--- src/rtl/game_pkg.sv ---
// Shared game geometry and the per-slot cheese state encoding.
package game_pkg;

  localparam int JERRY_WIDTH  = 10;
  localparam int JERRY_HEIGHT = 10;
  localparam int CHEESE_WIDTH = 8;

  typedef enum logic [1:0] {
    ACTIVE,
    ARMING,
    TAKEN
  } cheese_slot_state_t;

endpackage

--- src/rtl/cheese_slot_fsm.sv ---
// One cheese slot: overlap detect, debounce, take handshake, respawn hold-off
// and (with CHEESE_IDLE_RELOCATE_EN defined) an idle-relocation request.
module cheese_slot_fsm
  import game_pkg::*;
#(
  parameter int POS_W         = 12,
  parameter int DELAY_TICKS   = 10_000,
  parameter int RESPAWN_TICKS = 65_000_000,
  parameter int IDLE_TICKS    = 1_300_000_000
) (
  input  logic             clk,
  input  logic             rst,
  input  logic [POS_W-1:0] jerry_x,
  input  logic [POS_W-1:0] jerry_y,
  input  logic [POS_W-1:0] cheese_x,
  input  logic [POS_W-1:0] cheese_y,
  input  logic             grant,
  output logic             take_req,
  output logic             active,
  output logic             respawn_pulse,
  output logic             relocate_pulse
);

  localparam logic [POS_W:0] CW = (POS_W+1)'(CHEESE_WIDTH);
  localparam logic [POS_W:0] JW = (POS_W+1)'(JERRY_WIDTH);
  localparam logic [POS_W:0] JH = (POS_W+1)'(JERRY_HEIGHT);

  // Two 1-D spans [a, a+a_len) and [b, b+b_len) intersect; one extra bit keeps sums from wrapping
  function automatic logic span_hit(input logic [POS_W-1:0] a, input logic [POS_W:0] a_len,
                                    input logic [POS_W-1:0] b, input logic [POS_W:0] b_len);
    return ({1'b0, a} < ({1'b0, b} + b_len)) && ({1'b0, b} < ({1'b0, a} + a_len));
  endfunction

  cheese_slot_state_t state;
  logic [15:0]        dbc;
  logic [31:0]        rsp;
  logic               overlap;

  assign overlap  = span_hit(jerry_x, JW, cheese_x, CW) && span_hit(jerry_y, JH, cheese_y, CW);
  assign take_req = (state == ARMING) && overlap && (dbc >= 16'(DELAY_TICKS));

`ifdef CHEESE_IDLE_RELOCATE_EN
  logic [31:0] idle;
  logic        reloc_q;
  assign relocate_pulse = reloc_q;
`else
  // Idle timeout is not built in this configuration
  localparam int unused_idle_ticks = IDLE_TICKS;
  assign relocate_pulse = 1'b0;
`endif

  // Slot state machine: debounce, take on grant, respawn hold-off, idle timeout
  always_ff @(posedge clk) begin
    if (rst) begin
      state         <= ACTIVE;
      dbc           <= '0;
      rsp           <= '0;
      active        <= 1'b1;
      respawn_pulse <= 1'b0;
`ifdef CHEESE_IDLE_RELOCATE_EN
      idle          <= '0;
      reloc_q       <= 1'b0;
`endif
    end else begin
      respawn_pulse <= 1'b0;
`ifdef CHEESE_IDLE_RELOCATE_EN
      reloc_q       <= 1'b0;
`endif
      case (state)
        ACTIVE: begin
          if (overlap) begin
            state <= ARMING;
            dbc   <= 16'd1;
`ifdef CHEESE_IDLE_RELOCATE_EN
            idle  <= '0;
          end else if (idle == 32'(IDLE_TICKS - 1)) begin
            reloc_q <= 1'b1;
            idle    <= '0;
          end else begin
            idle <= idle + 32'd1;
`endif
          end
        end
        ARMING: begin
          if (!overlap) begin
            state <= ACTIVE;
            dbc   <= '0;
          end else if (dbc < 16'(DELAY_TICKS)) begin
            dbc <= dbc + 16'd1;
          end else if (grant) begin
            // Losing arbitration simply holds dbc saturated until granted
            state  <= TAKEN;
            active <= 1'b0;
            rsp    <= '0;
            dbc    <= '0;
          end
        end
        TAKEN: begin
          if (rsp == 32'(RESPAWN_TICKS - 1)) begin
            state         <= ACTIVE;
            active        <= 1'b1;
            respawn_pulse <= 1'b1;
            rsp           <= '0;
            dbc           <= '0;
`ifdef CHEESE_IDLE_RELOCATE_EN
            idle          <= '0;
`endif
          end else begin
            rsp <= rsp + 32'd1;
          end
        end
        default: state <= ACTIVE;
      endcase
    end
  end

endmodule

--- src/rtl/cheese_collector.sv ---
// N-slot cheese pickup tracker: per-slot FSMs, lowest-index take arbiter,
// shared pickup counter and goal pulse. Optional idle relocation is enabled
// by defining CHEESE_IDLE_RELOCATE_EN.
module cheese_collector
  import game_pkg::*;
#(
  parameter int N_SLOTS       = 4,
  parameter int POS_W         = 12,
  parameter int MAX_CHEESE    = 10,
  parameter int DELAY_TICKS   = 10_000,
  parameter int RESPAWN_TICKS = 65_000_000,
  parameter int IDLE_TICKS    = 1_300_000_000
) (
  input  logic                     clk,
  input  logic                     rst,
  input  logic                     game_reset,
  input  logic [POS_W-1:0]         jerry_x,
  input  logic [POS_W-1:0]         jerry_y,
  input  logic [N_SLOTS*POS_W-1:0] cheese_x,
  input  logic [N_SLOTS*POS_W-1:0] cheese_y,
  output logic [N_SLOTS-1:0]       slot_active,
  output logic [N_SLOTS-1:0]       taken_pulse,
  output logic [N_SLOTS-1:0]       respawn_pulse,
  output logic [N_SLOTS-1:0]       relocate_pulse,
  output logic [7:0]               cheese_ctr,
  output logic                     cheese_gm
);

  logic               clr;
  logic [N_SLOTS-1:0] take_req;
  logic [N_SLOTS-1:0] grant;

  assign clr = rst | game_reset;

  // Lowest-index requester wins: isolate the least significant set bit
  assign grant = take_req & (~take_req + {{(N_SLOTS-1){1'b0}}, 1'b1});

  for (genvar i = 0; i < N_SLOTS; i++) begin : g_slot
    cheese_slot_fsm #(
      .POS_W        (POS_W),
      .DELAY_TICKS  (DELAY_TICKS),
      .RESPAWN_TICKS(RESPAWN_TICKS),
      .IDLE_TICKS   (IDLE_TICKS)
    ) u_slot (
      .clk           (clk),
      .rst           (clr),
      .jerry_x       (jerry_x),
      .jerry_y       (jerry_y),
      .cheese_x      (cheese_x[i*POS_W +: POS_W]),
      .cheese_y      (cheese_y[i*POS_W +: POS_W]),
      .grant         (grant[i]),
      .take_req      (take_req[i]),
      .active        (slot_active[i]),
      .respawn_pulse (respawn_pulse[i]),
      .relocate_pulse(relocate_pulse[i])
    );
  end

  // Take pulse, pickup counter and goal pulse, all registered with the grant
  always_ff @(posedge clk) begin
    if (clr) begin
      taken_pulse <= '0;
      cheese_ctr  <= '0;
      cheese_gm   <= 1'b0;
    end else begin
      taken_pulse <= grant;
      cheese_gm   <= 1'b0;
      if (|grant) begin
        if (cheese_ctr == 8'(MAX_CHEESE - 1)) begin
          cheese_ctr <= '0;
          cheese_gm  <= 1'b1;
        end else begin
          cheese_ctr <= cheese_ctr + 8'd1;
        end
      end
    end
  end

endmodule

--- config.mk ---
export PLATFORM = sky130hd
export DESIGN_NAME = cheese_collector
export DESIGN_NICKNAME = d
export VERILOG_FILES = /design/src/rtl/game_pkg.sv /design/src/rtl/cheese_slot_fsm.sv /design/src/rtl/cheese_collector.sv
export SDC_FILE = /design/constraint.sdc
export NUM_CORES = 1
export LEC_CHECK = 0
export CORE_MARGIN = 5
export CORE_UTILIZATION = 64
export DETAILED_ROUTE_END_ITERATION = 6
export HOLD_SLACK_MARGIN = 0.08
export PLACE_DENSITY = 0.87
export SYNTH_ARGS = -nofsm -noshare
export SYNTH_HDL_FRONTEND = slang
export SYNTH_SLANG_ARGS = --single-unit
export TNS_END_PERCENT = 5
--- constraint.sdc ---
create_clock -name clk -period 9 [get_ports clk]
set_clock_uncertainty 0.15 [all_clocks]
set_input_delay 1.8 -clock clk [delete_from_list [all_inputs] [get_ports clk]]
set_output_delay 1.8 -clock clk [all_outputs]
set_load 0.01 [all_outputs]
==> out/metrics.csv <==
metric;value;unit
outcome;finished clean;
critPathMaxFanout;27;
synth_top_cell_by_area;dfxtp_1;
grt_setup_unrepaired;no;
cts.clk_slew.worst_paths;0.06;ns
power.total;0.002401;W
grtUsageTotal;28.50;%
ant_nets;0;
cp-start-kind;primary input;
crit_top_cell;a21oi_1;
hold_class;reg -> reg;
syn2layout_area_growth;12.96;%
synth_seq_cells;221;
diodes;0;
finalHoldViolCount;0;
hpwlAfterDp;33760;microns
post_cts_buffers;0;
routed_wl;46410;microns
cts-resized-gates;0;
final_util;73.26;%
drt_first_pass_iters;6;
cts_tree;yes;
design_area;19740;sq um
ctsHoldBuffers;0;
portBuffers;143;
fp-row-count;60;
fin_crit;7.165;ns
grt_util_met2;48.75;%
ys_seq_area_share;25.31;%
cp-end-kind;flop;
initialDrtViolationCount;1551;
max-cap-violations;0;
fp.dieH;175.3;microns
cts.sinks;221;
drv_slew;0;
hold_path_depth;1;
p_leak;7.250;nW
netlist.area_leader.share;25.31;%
numCtsBuffers;25;
drive_gt1_share;4.101;%
regToRegEndpoint;g_slot[2].u_slot.dbc[10];
dieArea;30710;sq um
grt_util_met1;37.13;%
yosysWarnings;0;
setup_viol;0;
grt_pass1_vias;16230;
vdd_drop_max;0.1516;mV
vias;17500;
drc;0;
die_w;175.3;microns
grt_max_degree;71;
busiest_layer;met2;
finalCritPeriodShare;79.61;%
root_buffer;clkbuf_16;
htree_levels;1;
syn_avg_cell_area;7.948;sq um
fin_nets;2594;
clk_latency;0.54;ns
wire_per_inst;17.62;microns
grt_pass1_wl;76580;microns
syn_area;17480;sq um
r2r_setup_slack;4.96;ns
synth-edff-count;0;
path_buf_inv;1;
start_util;64.85;%
p_per_area;121.6;nW/um^2
hold-path-endpoint;g_slot[3].u_slot.dbc[15];
met3_usage;3.315;%
required;9.27;ns
ctsLongestPathBuffers;3;
min-delay-start;g_slot[3].u_slot.dbc[15];
vias_per_cell;6.646;
yosys.cell_types.count;90;
slowest_delay;0.84;ns
fmax;139.6;MHz
path_cells;clkdlybuf4s50_1 > a21oi_1 > xor2_1 > ha_1 > o211a_1 > a221oi_1 > nor3_1 > o311ai_0 > nand4_1 > a21oi_1 > and3_1 > nor2_1 > o32ai_1;
pin_count;148;
tightest_slew;1.316;ns
gp_congestion;0.9268;
critical-path-top-delay-family;compound AO/OA/AOI/OAI gates;
cpMaxStageDelayCell;and3_1;
core;26950;sq um
crit_type;in -> reg;
synthFlopType;dfxtp_1;
synth_async_sr_flop_share;0;%
overflow;0;
worstReg2RegStart;g_slot[2].u_slot.rsp[0];
arrival;7.44;ns
max-slew-margin-rel;11.58;%
synth.area.top_cells;dfxtp_1 25%, ha_1 14%, a21oi_1 4.3%, xor2_1 4.1%, nand2_1 4.1%;
reg2regPathDepth;10;
antenna_found_initial;0;
tns;0;ns
synth_cells;2199;
dpl_cell_area;18970;sq um
layer usage:
layer | vias up | routed length, microns
met1 | 8220 | 19770
met3 | 135 | 2803
met4 | 0 | 1631
met5 | - | 0
met2 | 689 | 22200
li1 | 8456 | -
cells in the mapped netlist, types with 37 or more instances:
cell type  count
and3_1        74
ha_1         192
nand4_1       70
nand3_1      133
o21ai_0       95
clkbuf_1      66
nor3_1        46
xor2_1        82
o31ai_1       42
nand2_1      190
inv_1         80
or3_1         57
or4_1         37
a21oi_1      149
nor2_1       129
dfxtp_1      221
cells by family after synthesis:
kind of cell / after synthesis / share of synthesized area, %
mux: 11 / 0.6371
other cells: 1 / 0.02146
buf+inv: 184 / 4.460
fa+ha+maj: 197 / 14.03
flops: 221 / 25.31
compound gates: 571 / 22.25
xor+xnor: 111 / 5.562
simple gates: 903 / 27.73
final cells by class:
type / count / area (sq um)
Clock inverter: 5 / 68.82
Clock buffer: 35 / 703.2
Multi-Input combinational cell: 1797 / 12310
Fill cell: 2012 / 7207
Inverter: 80 / 300.3
Timing Repair Buffer: 154 / 1514
Sequential cell: 221 / 4424
Tap cell: 341 / 426.7
stage by stage:
step	hold WS [ns]	worst slack, ns	std cells
2_1_floorplan	0.2810	3.402	2202
3_5_place_dp	0.3051	1.510	2593
4_1_cts	0.3195	2.028	2633
5_1_grt	0.3506	1.504	2633
6_report	0.3203	1.835	2633
3_3_place_gp	0.2948	1.741	2593
cell usage in the layout (no fill, tap or decap), drive strengths merged, types with 29 or more instances in the layout:
| cell type | netlist | layout |
|---|---|---|
| ha | 192 | 192 |
| nand4 | 71 | 71 |
| and3 | 74 | 74 |
| or4 | 39 | 39 |
| xnor2 | 29 | 29 |
| a21oi | 152 | 152 |
| o31ai | 42 | 42 |
| inv | 80 | 81 |
| nand3 | 133 | 133 |
| clkdlybuf4s50 | 0 | 143 |
| or3 | 57 | 57 |
| clkbuf | 66 | 35 |
| nand2 | 190 | 190 |
| xor2 | 82 | 82 |
| nor3 | 48 | 48 |
| nor2 | 129 | 129 |
| o21ai | 99 | 99 |
| dfxtp | 221 | 221 |
power breakdown:
group / switching [W] / internal [W] / total, W
Combinational: 0.000259 / 0.000189 / 0.000448
Sequential: 0.00000291 / 0.000981 / 0.000984
Clock: 0.000398 / 0.000571 / 0.000969
Total: 0.000660 / 0.00174 / 0.00240
worst reg2reg max path, cell delays in order (launching register included):
cell      delay (ns)
dfxtp_1         0.40
ha_1            0.25
and3_1          0.48
nand3_1         0.16
nor3_1          0.31
nand2b_1        0.23
and3b_1         0.18
a22oi_1         0.18
nor3_1          1.09
a41oi_1         0.23
a311oi_1        0.29
worst max path at each step:
stage / from / to / depth (start not counted)
after floorplan: cheese_y[29] / g_slot[2].u_slot.rsp[12] / 14
after CTS: jerry_y[1] / g_slot[3].u_slot.rsp[31] / 13
final: jerry_y[1] / g_slot[3].u_slot.rsp[31] / 13
after global routing: jerry_y[1] / g_slot[3].u_slot.rsp[0] / 14
after detailed placement: jerry_y[1] / g_slot[3].u_slot.rsp[15] / 13
after global placement: jerry_y[1] / g_slot[3].u_slot.rsp[17] / 13
state kept, by name, summed over array words and instances, names as in the netlist:
| name | flops |
|---|---|
| g_slot.u_slot.respawn_pulse | 4 |
| g_slot.u_slot.dbc | 64 |
| g_slot.u_slot.rsp | 128 |
| g_slot.u_slot.active | 4 |
| taken_pulse | 4 |
| cheese_gm | 1 |
| cheese_ctr | 8 |
| g_slot.u_slot.state | 8 |
Power figures use the tool's default switching activity.
